==> config.mk <==
export PLATFORM = sky130hd
export DESIGN_NAME = blokus_uart_rx
export DESIGN_NICKNAME = d
export VERILOG_FILES = /design/src/rtl/blokus_uart_pkg.sv /design/src/rtl/blokus_baud_tick.sv /design/src/rtl/blokus_uart_rx.sv
export SDC_FILE = /design/constraint.sdc
export NUM_CORES = 1
export LEC_CHECK = 0
export CORE_UTILIZATION = 56
export DETAILED_ROUTE_END_ITERATION = 12
export PLACE_DENSITY_LB_ADDON = 0.05
export SYNTH_ARGS = -nofsm -noshare
export SYNTH_HDL_FRONTEND = slang
export SYNTH_SLANG_ARGS = --single-unit
export TNS_END_PERCENT = 1
==> constraint.sdc <==
create_clock -name clk -period 2.5 [get_ports clk]
set_input_delay 0.5 -clock clk [delete_from_list [all_inputs] [get_ports clk]]
set_output_delay 0.5 -clock clk [all_outputs]
set_load 0.005 [all_outputs]
==> src/rtl/blokus_uart_pkg.sv <==
// Shared definitions for the Blokus UART front end.
//
// Contents:
//   rx_state_e       receiver FSM state encoding
//   DEF_*            default timing/format constants (50 MHz clock, 115200 baud, 8N1)
//   cnt_width()      counter width helper, usable when declaring localparams
package blokus_uart_pkg;

    // Receiver FSM states. BREAK absorbs a line held low after a framing error.
    typedef enum logic [2:0] {
        ST_IDLE  = 3'd0,
        ST_START = 3'd1,
        ST_DATA  = 3'd2,
        ST_STOP  = 3'd3,
        ST_BREAK = 3'd4
    } rx_state_e;

    localparam int DEF_CLKS_PER_TICK = 27;
    localparam int DEF_OVERSAMPLE    = 16;
    localparam int DEF_DATA_BITS     = 8;

    // Bits needed to hold the values 0..n-1, never less than one bit.
    function automatic int cnt_width(input int n);
        return (n <= 2) ? 1 : $clog2(n);
    endfunction

endpackage

==> src/rtl/blokus_baud_tick.sv <==
// Oversample tick generator.
//
// Counts clk cycles 0..CLKS_PER_TICK-1 and raises tick for one cycle on the
// last count. clear restarts the count so the tick phase can be re-aligned to
// an external event, such as a detected start edge.
//
// Ports:
//   clk    input   system clock, rising edge
//   reset  input   asynchronous reset, active low
//   clear  input   restart the count at 0 (suppresses tick in that cycle)
//   tick   output  one-cycle pulse every CLKS_PER_TICK cycles
module blokus_baud_tick
    import blokus_uart_pkg::*;
#(
    parameter int CLKS_PER_TICK = DEF_CLKS_PER_TICK
) (
    input  logic clk,
    input  logic reset,
    input  logic clear,
    output logic tick
);

    localparam int CW = cnt_width(CLKS_PER_TICK);
    localparam logic [CW-1:0] CNT_LAST = CW'(CLKS_PER_TICK - 1);

    logic [CW-1:0] cnt_q;

    always_ff @(posedge clk or negedge reset) begin
        if (!reset) begin
            cnt_q <= '0;
        end else if (clear || (cnt_q == CNT_LAST)) begin
            cnt_q <= '0;
        end else begin
            cnt_q <= cnt_q + CW'(1);
        end
    end

    assign tick = (cnt_q == CNT_LAST) && !clear;

endmodule

==> src/rtl/blokus_uart_rx.sv <==
// UART receiver (8N1, LSB first) feeding the Blokus stream wrapper.
//
// rx is synchronised through two flops, then sampled at mid-bit using a
// 16x-style oversample tick whose phase is re-aligned on each start edge.
// Only frames with a high stop bit produce a wr pulse; a low stop bit raises
// frame_err, bumps a saturating error counter, and parks the FSM in BREAK
// until the line returns high.
//
// Ports:
//   clk        input   system clock, rising edge
//   reset      input   asynchronous reset, active low
//   rx         input   asynchronous serial line, idle high
//   wr         output  one-cycle pulse, data_out holds a new byte
//   data_out   output  last good byte, held until the next wr
//   frame_err  output  one-cycle pulse, stop bit sampled low
//   busy       output  high while a frame is being received
//   err_count  output  saturating framing-error count
module blokus_uart_rx
    import blokus_uart_pkg::*;
#(
    parameter int CLKS_PER_TICK = DEF_CLKS_PER_TICK,
    parameter int OVERSAMPLE    = DEF_OVERSAMPLE,
    parameter int DATA_BITS     = DEF_DATA_BITS
) (
    input  logic       clk,
    input  logic       reset,
    input  logic       rx,
    output logic       wr,
    output logic [7:0] data_out,
    output logic       frame_err,
    output logic       busy,
    output logic [7:0] err_count
);

    localparam int SW = cnt_width(OVERSAMPLE);
    localparam int BW = cnt_width(DATA_BITS);

    // Start bit is checked half a bit in; every later sample is a full bit apart.
    localparam logic [SW-1:0] SAMPLE_MID  = SW'(OVERSAMPLE / 2 - 1);
    localparam logic [SW-1:0] SAMPLE_LAST = SW'(OVERSAMPLE - 1);
    localparam logic [BW-1:0] BIT_LAST    = BW'(DATA_BITS - 1);

    logic            rx_meta_q;
    logic            rx_s_q;
    rx_state_e       state_q, state_d;
    logic [SW-1:0]   sample_cnt_q, sample_cnt_d;
    logic [BW-1:0]   bit_idx_q, bit_idx_d;
    logic [7:0]      shift_q, shift_d;
    logic [7:0]      data_out_q, data_out_d;
    logic            wr_q, wr_d;
    logic            frame_err_q, frame_err_d;
    logic [7:0]      err_count_q, err_count_d;
    logic            tick;
    logic            tick_clear;

    // Two-flop synchroniser; idles high so reset does not look like a start bit.
    always_ff @(posedge clk or negedge reset) begin
        if (!reset) begin
            rx_meta_q <= 1'b1;
            rx_s_q    <= 1'b1;
        end else begin
            rx_meta_q <= rx;
            rx_s_q    <= rx_meta_q;
        end
    end

    blokus_baud_tick #(
        .CLKS_PER_TICK(CLKS_PER_TICK)
    ) u_tick (
        .clk  (clk),
        .reset(reset),
        .clear(tick_clear),
        .tick (tick)
    );

    // Frame FSM. Counters only move on tick, except for the clear on start detect.
    always_comb begin
        state_d      = state_q;
        sample_cnt_d = sample_cnt_q;
        bit_idx_d    = bit_idx_q;
        shift_d      = shift_q;
        data_out_d   = data_out_q;
        wr_d         = 1'b0;
        frame_err_d  = 1'b0;
        err_count_d  = err_count_q;
        tick_clear   = 1'b0;

        case (state_q)
            ST_IDLE: begin
                if (!rx_s_q) begin
                    state_d      = ST_START;
                    tick_clear   = 1'b1;
                    sample_cnt_d = '0;
                    bit_idx_d    = '0;
                    shift_d      = '0;
                end
            end

            ST_START: begin
                if (tick) begin
                    if (sample_cnt_q == SAMPLE_MID) begin
                        sample_cnt_d = '0;
                        // A line already back high mid start bit was only a glitch.
                        state_d      = rx_s_q ? ST_IDLE : ST_DATA;
                    end else begin
                        sample_cnt_d = sample_cnt_q + SW'(1);
                    end
                end
            end

            ST_DATA: begin
                if (tick) begin
                    if (sample_cnt_q == SAMPLE_LAST) begin
                        sample_cnt_d       = '0;
                        shift_d[bit_idx_q] = rx_s_q;
                        bit_idx_d          = bit_idx_q + BW'(1);
                        if (bit_idx_q == BIT_LAST) begin
                            state_d = ST_STOP;
                        end
                    end else begin
                        sample_cnt_d = sample_cnt_q + SW'(1);
                    end
                end
            end

            ST_STOP: begin
                if (tick) begin
                    if (sample_cnt_q == SAMPLE_LAST) begin
                        sample_cnt_d = '0;
                        if (rx_s_q) begin
                            data_out_d = shift_q;
                            wr_d       = 1'b1;
                            state_d    = ST_IDLE;
                        end else begin
                            frame_err_d = 1'b1;
                            if (err_count_q != 8'hFF) begin
                                err_count_d = err_count_q + 8'd1;
                            end
                            state_d = ST_BREAK;
                        end
                    end else begin
                        sample_cnt_d = sample_cnt_q + SW'(1);
                    end
                end
            end

            ST_BREAK: begin
                if (rx_s_q) begin
                    state_d = ST_IDLE;
                end
            end

            default: begin
                state_d = ST_IDLE;
            end
        endcase
    end

    always_ff @(posedge clk or negedge reset) begin
        if (!reset) begin
            state_q      <= ST_IDLE;
            sample_cnt_q <= '0;
            bit_idx_q    <= '0;
            shift_q      <= '0;
            data_out_q   <= '0;
            wr_q         <= 1'b0;
            frame_err_q  <= 1'b0;
            err_count_q  <= '0;
        end else begin
            state_q      <= state_d;
            sample_cnt_q <= sample_cnt_d;
            bit_idx_q    <= bit_idx_d;
            shift_q      <= shift_d;
            data_out_q   <= data_out_d;
            wr_q         <= wr_d;
            frame_err_q  <= frame_err_d;
            err_count_q  <= err_count_d;
        end
    end

    assign wr        = wr_q;
    assign data_out  = data_out_q;
    assign frame_err = frame_err_q;
    assign busy      = (state_q != ST_IDLE);
    assign err_count = err_count_q;

endmodule

==> results of run 1 <==
cell usage after synthesis, types with 2 or more instances:
| master | count | share of area (%) |
|---|---|---|
| nand4_1 | 7 | 2.1 |
| ha_1 | 6 | 3.5 |
| nor2_1 | 14 | 2.5 |
| o21a_1 | 3 | 1.1 |
| nor3_1 | 2 | 0.47 |
| a21oi_1 | 4 | 0.94 |
| a22oi_1 | 2 | 0.71 |
| nand3_1 | 8 | 1.9 |
| nand2b_1 | 4 | 1.2 |
| mux2_1 | 2 | 1.1 |
| mux2_2 | 9 | 4.8 |
| and2_1 | 2 | 0.59 |
| and3_1 | 3 | 0.88 |
| xor2_1 | 2 | 0.82 |
| or3b_2 | 4 | 1.6 |
| clkbuf_1 | 7 | 1.2 |
| o31ai_1 | 10 | 3.5 |
| inv_1 | 6 | 1.1 |
| buf_2 | 3 | 0.71 |
| nand4b_1 | 2 | 0.82 |
| a31oi_1 | 6 | 1.8 |
| nand2_1 | 10 | 1.8 |
| dfrtp_1 | 41 | 48 |
| dfstp_2 | 2 | 2.5 |
| o21ai_0 | 18 | 4.2 |
| xnor2_1 | 7 | 2.9 |
cells by family (layout without fill, tap and decap cells):
family / Yosys count / after routing
adders and majority gates: 6 / 6
and+or+nand+nor: 66 / 66
xor gates and xnor gates: 9 / 9
buffers and inverters: 16 / 38
muxes: 11 / 11
DFF: 43 / 43
AOI/OAI and AO/OA: 50 / 50
registers in the layout (all words and copies together) (netlist names):
register,cells
data_out,8
err_count,8
shift_q,8
u_tick.cnt_q,5
sample_cnt_q,4
bit_idx_q,3
state_q,3
frame_err,1
rx_meta_q,1
rx_s_q,1
wr,1
per-stage QoR:
step                hold slack, ps  setup WS [ps]  area [sq um]  power [mW]
finish                       340.4          234.1          2454       1.129
global placement             349.2          556.0          2372      0.7349
detailed placement           351.1          502.6          2372      0.7358
floorplan                    204.4          735.8          2126      0.7175
global route                 362.4          138.1          2454       1.176
CTS                          360.9          223.4          2454       1.144
routing by layer:
metal	up-vias	track usage, %
met1	796	30.06
met5	-	0
met2	31	38.43
li1	768	-
met3	12	5.978
met4	0	9.943
report_power, final:
part	switching [mW]	total (mW)	internal [mW]
clock network	0.212	0.408	0.196
logic	0.0164	0.0204	0.00395
registers	0.00275	0.701	0.698
total	0.231	1.13	0.898
worst paths after layout:
check,to,startpoint,slack [ps]
worst max-delay path,busy,state_q[1],230
min in group clk,rx_s_q,rx_meta_q,360
worst min register to register,rx_s_q,rx_meta_q,360
max in group asynchronous,u_tick.cnt_q[3],reset,1590
worst min-delay path,wr,reset,340
worst max register to register,err_count[1],state_q[2],460
area by class of cell:
type,count,area [sq um]
multi-input cells,142,983.4
clock inverters,1,5.005
flip-flops and latches,43,1079
well taps,48,60.06
repair buffers,24,227.7
inverters,6,22.52
clock buffers,7,76.32
fillers,300,1207
==> out/results.txt, run 1 <==
Number of optimization iterations in the first detailed-route pass: 4. Including well taps, the total number of placed cells is 263. After Yosys synthesis, full adders, half adders and majority gates account for 3.531% of the synthesized area. The largest family of logic cells by synthesized area is simple AND/OR/NAND/NOR gates.

The mean number of vias per cell works out to 5.930. For the number of nets in the layout, the log shows 231. No sink is reached through more buffers than the 2 on the longest clock path.

The first-iteration detailed-routing DRC count is 110. In this run the number of cells on the critical path is 2. The library cell used most frequently in the layout, excluding fill and tap cells, is dfrtp_1. Utilization of the core after routing: 67.02%. The floorplan has 22 rows. The run gives 0 as the number of hold-repair buffers added at the cts stage. Measured along the x axis, the die boundary spans 63.61 microns. For the detailed-placement wirelength estimate, the log shows 2.802 mm. The detail route stage leaves a number of antenna-violating nets equal to 0.

Setup repair after global routing left no endpoint under its margin. Walking the worst path, the cells encountered are or3_1 -> clkdlybuf4s50_1. The worst-path cell with the longest stage delay was dfrtp_1.

The worst setup path is captured at an output pin. Nature of the critical path startpoint: a flop. The run gives 0 as the DRC violation count after routing.

The run gives 22 as the top-level I/O count. Post-synthesis mux area share: 5.827%. Clock tree synthesis selected as its root buffer the cell clkbuf_8. The xor/xnor cell area share of the yosys netlist works out to 3.708%.

The count of pins over their slew limit was 0; the slew at the pin closest to its max-slew limit was 910.1 ps. The logs give 1642 for the number of global-route vias before repair and 4046 sq um for the area of the die. The tools report the level count of the clock H-tree as 2. In this run, CTS created clock tree buffers numbering 5.

Routed signal wires occupy layers up through met4. For the worst-skew pair, the clock arrives at the later sink with an insertion delay of 290 ps. The average instance in the mapped netlist occupies 10.58 sq um. The run gives 0 as the warning count from the yosys run.

The category of the most critical setup path was reg2out. For the leakage component of the power, the log shows 1.069 nW. The logs give 1.890 mm for the routed length on met1 and 23.75% for the global-route usage over all layers. The total of buffers placed on input and output ports is 21, and the global-route wire length before repair is 7.362 mm.

The max-capacitance violation count was 0. Synthesis produced a netlist with a net count of 210. In this run the post-CTS setup repair buffer count came out at 0.

The total via count in the routed design came out at 1607. At the worst endpoint, the required time is 2000 ps. The worst relative slew slack is 39.33%, and the effective utilization at floorplan is 58.07%. The highest attainable clock frequency came out at 441.3 MHz. Clock-pin slew was measured on the worst setup and hold paths at 70 ps.

The share of synthesized cell area in and, or, nand and nor gates was 18.07%; the cell area after synthesis was 2126 sq um. In the layout the commonest cells are 41 x dfrtp_1, 20 x clkdlybuf4s50_1, 18 x o21ai_0, 14 x nor2_1. The logs give 271 for the final cell count without fillers and 0 for the number of antenna diodes. Of all flip-flops after synthesis, the portion carrying an async set or reset was 100.0%. For this design the ratio of total power to cell area is 460.3 nW/um^2. Summed over all layers, the global routing overflow is 0.

For the global placer's final weighted congestion, the log shows 0.9016. After routing, the total negative slack on setup checks comes to 0 ps. Area of the placeable core: 3661 sq um. The worst path uses 90.64% of the clock period. The clock period could shrink to 2266 ps. From synthesis to final layout, the design area changed by 15.42%. In the detailed route, the total length drawn on met3 is 115 microns. The number of instances in the synthesized netlist is 201, and the number of buffer and inverter instances along the worst setup path is 1. Cells with a size suffix above 1 make up 13.00% of the layout. Total routed wirelength: 4.098 mm. In this design, the stage delay of the slowest critical-path cell is 560 ps.

The min-delay analysis places its worst path in the category in2async. Complex-gate fraction of the synthesized area: 15.13%. Along the worst path, the maximum fanout reaches 19.

TritonCTS built the clock tree. The floorplan die height was 63.61 microns. Dividing the detail-routed wire length by the instance count gives 15.12 microns. The number of antenna violations at the first check in global routing is 0.

Gates resized during post-CTS repair numbered 0. For the pin count of the biggest net entering global routing, the log shows 44. Setup violations remaining at the end of the flow were counted as 0.

The highest ir drop seen on vdd was 331.4 uV. On the final layout, the worst clock skew is 5.007 ps. The logs give 1770 ps for the arrival time of the worst setup path and 0 for the number of endpoints with negative hold slack in the final report. In this design, the largest share of critical-path delay is due to flip-flops. The run gives 50.74% as the proportion of synthesized chip area in sequential cells.

The most used flip-flop cell after synthesis is dfrtp_1. Distinct cell type count of the synthesized netlist: 43. The run finished with clean final reports.

The number of cells traversed by the worst register-to-register path is 4, and the total of flip-flops plus latches after synthesis is 43. The number of synthesized flops with an enable pin was 0. The clock drives 43 sinks. The total length of routed met2 wires is 1.981 mm.
Power figures use the tool's default switching activity.
==> run 2, diff against run 1 <==
--- a/config.mk
+++ b/config.mk
@@ -6,6 +6,7 @@
 export NUM_CORES = 1
 export LEC_CHECK = 0
 export CORE_UTILIZATION = 56
+export CTS_CLUSTER_SIZE = 30
 export DETAILED_ROUTE_END_ITERATION = 12
 export PLACE_DENSITY_LB_ADDON = 0.05
 export SYNTH_ARGS = -nofsm -noshare
==> results of run 2 <==
No change in the layout: final DEF, timing and power equal those of run 1.
==> run 3, diff against run 2 <==
--- a/config.mk
+++ b/config.mk
@@ -5,6 +5,7 @@
 export SDC_FILE = /design/constraint.sdc
 export NUM_CORES = 1
 export LEC_CHECK = 0
+export CORE_MARGIN = 5
 export CORE_UTILIZATION = 56
 export CTS_CLUSTER_SIZE = 30
 export DETAILED_ROUTE_END_ITERATION = 12
==> out/results.txt, run 3 (synthesized netlist as in run 1, its figures left out) <==
For the number of antenna diodes, the log shows 0. The number of cells traversed by the worst register-to-register path is 7. The worst setup path is captured at an output pin. On the worst path, the slowest cell contributes a delay of 570 ps.

Floorplan die height: 71.61 microns. The cell class contributing the biggest share of worst-path delay was flip-flops. The tools report the final worst clock skew as 5.002 ps.

Traced cell by cell, the critical path runs through or3_1 -> clkdlybuf4s50_1. Nature of the critical path startpoint: a flop. The total area inside the core boundary comes to 3661 sq um. The depth of the critical timing path with buffers and inverters included works out to 2. Global routing consumed, over all layers together, 17.28% of the routing resources. The wire-length estimate of the detail-placed layout is 2.921 mm.

For the global-route wire length before repair, the log shows 7.079 mm. The first-iteration detailed-routing DRC count is 97, and the final setup violation count is 0. The area growth from synthesis to layout is 17.83%. For the number of buffers created by CTS, the log shows 5.

Leaving out fill and tap cells, the most frequent cells in the layout are 41 x dfrtp_1, 20 x clkdlybuf4s50_1, 18 x o21ai_0, 14 x nor2_1. From left edge to right edge, the die measures 71.61 microns. The tightest min-delay check is of the in2async type. The global placer's final weighted congestion was 0.8215. In this run the worst setup path terminates at busy. In this run, post-CTS hold repair placed 0 buffers. For this run, the detailed router's first-pass iteration total came to 4. TritonCTS built the clock tree. The number of buffer and inverter instances along the worst setup path was 1. The final layout contains 231 nets. The number of global-route vias before repair came out at 1572. The logs give 58.07% for the effective utilization at floorplan and 0 for the DRC violation count after routing.

The tools report the worst setup slack after layout as 211.2 ps. The clock net in this run drives a total of 43 sinks. The category of the most critical setup path is reg2out.

Master cell of the clock root buffer: clkbuf_8. At the worst endpoint, the required time is 2000 ps. Timing would allow up to 436.9 MHz. The run gives 1790 ps as the arrival time of the worst setup path. After clock tree synthesis, the clock-pin slew on the worst setup and hold paths is 80 ps.

The tools report the clock network latency to the later pin of the worst-skew pair as 290 ps. IR analysis of the VDD net gives a maximum drop of 345.9 uV. The ratio of cells with drive above 1 in the final layout is 13.45%, and the power density relative to cell area is 534.5 nW/um^2. The total routed wirelength came out at 4.108 mm. The count of filler cells inserted in the layout was 290. Maximum count of clock buffers along a single path: 2.

The max-capacitance violation count was 0; the utilization of the core after routing was 68.42%. The startpoint identified for the worst register-to-register timing path is u_tick.cnt_q[0]. The number of setup buffers added after CTS is 0. The worst-path maximum fanout was 19; the worst hold slack was 321.7 ps. The number of nets with antenna violations after routing is 0, and the slew at the pin closest to its max-slew limit is 903.0 ps. The post-route fraction of the period consumed by the critical path is 91.55%, and the reg2reg setup slack is 470 ps. The level count of the clock H-tree was 2. In this run the worst setup path begins at state_q[1]. The area of the die is 5128 sq um.

The number of gates resized after CTS came out at 0. Setup repair after global routing left no endpoint under its margin. The total number of placement rows was 22; the post-detailed-route wirelength per cell was 15.16 microns. For the top-level I/O count, the log shows 22. The time the final worst path needs with I/O delays and setup was 2289 ps; the number of antenna violations at the first check in global routing was 0. The placement-stage worst setup slack is 499.4 ps. The library cell used most frequently in the layout, excluding fill and tap cells, is dfrtp_1. The pin count of the biggest net entering global routing was 44. Worst-path cell with the longest stage delay: dfrtp_1. The reg-to-reg endpoint is data_out[2].

Leakage component of the power: 1.092 nW. For the number of endpoints with negative hold slack in the final report, the log shows 0. The mean number of vias per cell was 5.871; the count of pins over their slew limit was 0. The worst relative slew slack was 39.80%.

Global routing finished with a remaining overflow of 0. Sum of negative setup slack: 0 ps. The flow ran to the end, and the final reports show no timing, DRC or antenna violations. The total via count in the routed design came out at 1591.

Input and output buffers added on the ports amount to 21.
-- run 3: cell type report --
cell class	count	area [sq um]	area share, %
Clock inverter	2	60.06	2.398
Timing Repair Buffer	24	227.7	9.091
Sequential cell	43	1079	43.06
Tap cell	48	60.06	2.398
Inverter	6	22.52	0.8991
Clock buffer	6	72.57	2.897
Multi-Input combinational cell	142	983.4	39.26
-- run 3: through the flow --
stage               std cells  cell area [sq um]  power (mW)
finish                    271               2505       1.339
global route              271               2505       1.400
CTS                       271               2505       1.357
detailed placement        263               2372      0.7360
global placement          263               2372      0.7349
floorplan                 201               2126      0.7175
-- run 3: worst min path at each step --
stage	start	to	slack, ps
6_report	reset	data_out[6]	320
4_1_cts	rx_meta_q	rx_s_q	360
3_5_place_dp	rx_meta_q	rx_s_q	350
3_3_place_gp	rx_meta_q	rx_s_q	350
2_1_floorplan	reset	bit_idx_q[0]	200
5_1_grt	rx_meta_q	rx_s_q	370
-- run 3: layer usage --
layer	vias up	GRT usage (%)	part of all wire (%)
li1	770	-	-
met1	781	22.29	45
met2	35	28.06	50
met3	5	4.769	3.8
met4	0	5.846	1.1
met5	-	0	0
-- run 3: worst reg2reg max path, delay by kind of cell (launching register included) --
| kind | cells | cell delay, ps |
|---|---|---|
| fa+ha+maj | 1 | 170 |
| buf+inv | 2 | 310 |
| flops | 1 | 410 |
| mux | 1 | 370 |
| simple gates | 3 | 660 |
-- run 3: report_power, final --
group          total [mW]  internal (mW)  switching (mW)
clock network       0.618          0.399           0.219
logic              0.0202        0.00396          0.0162
registers           0.701          0.698         0.00281
total                1.34           1.10           0.238
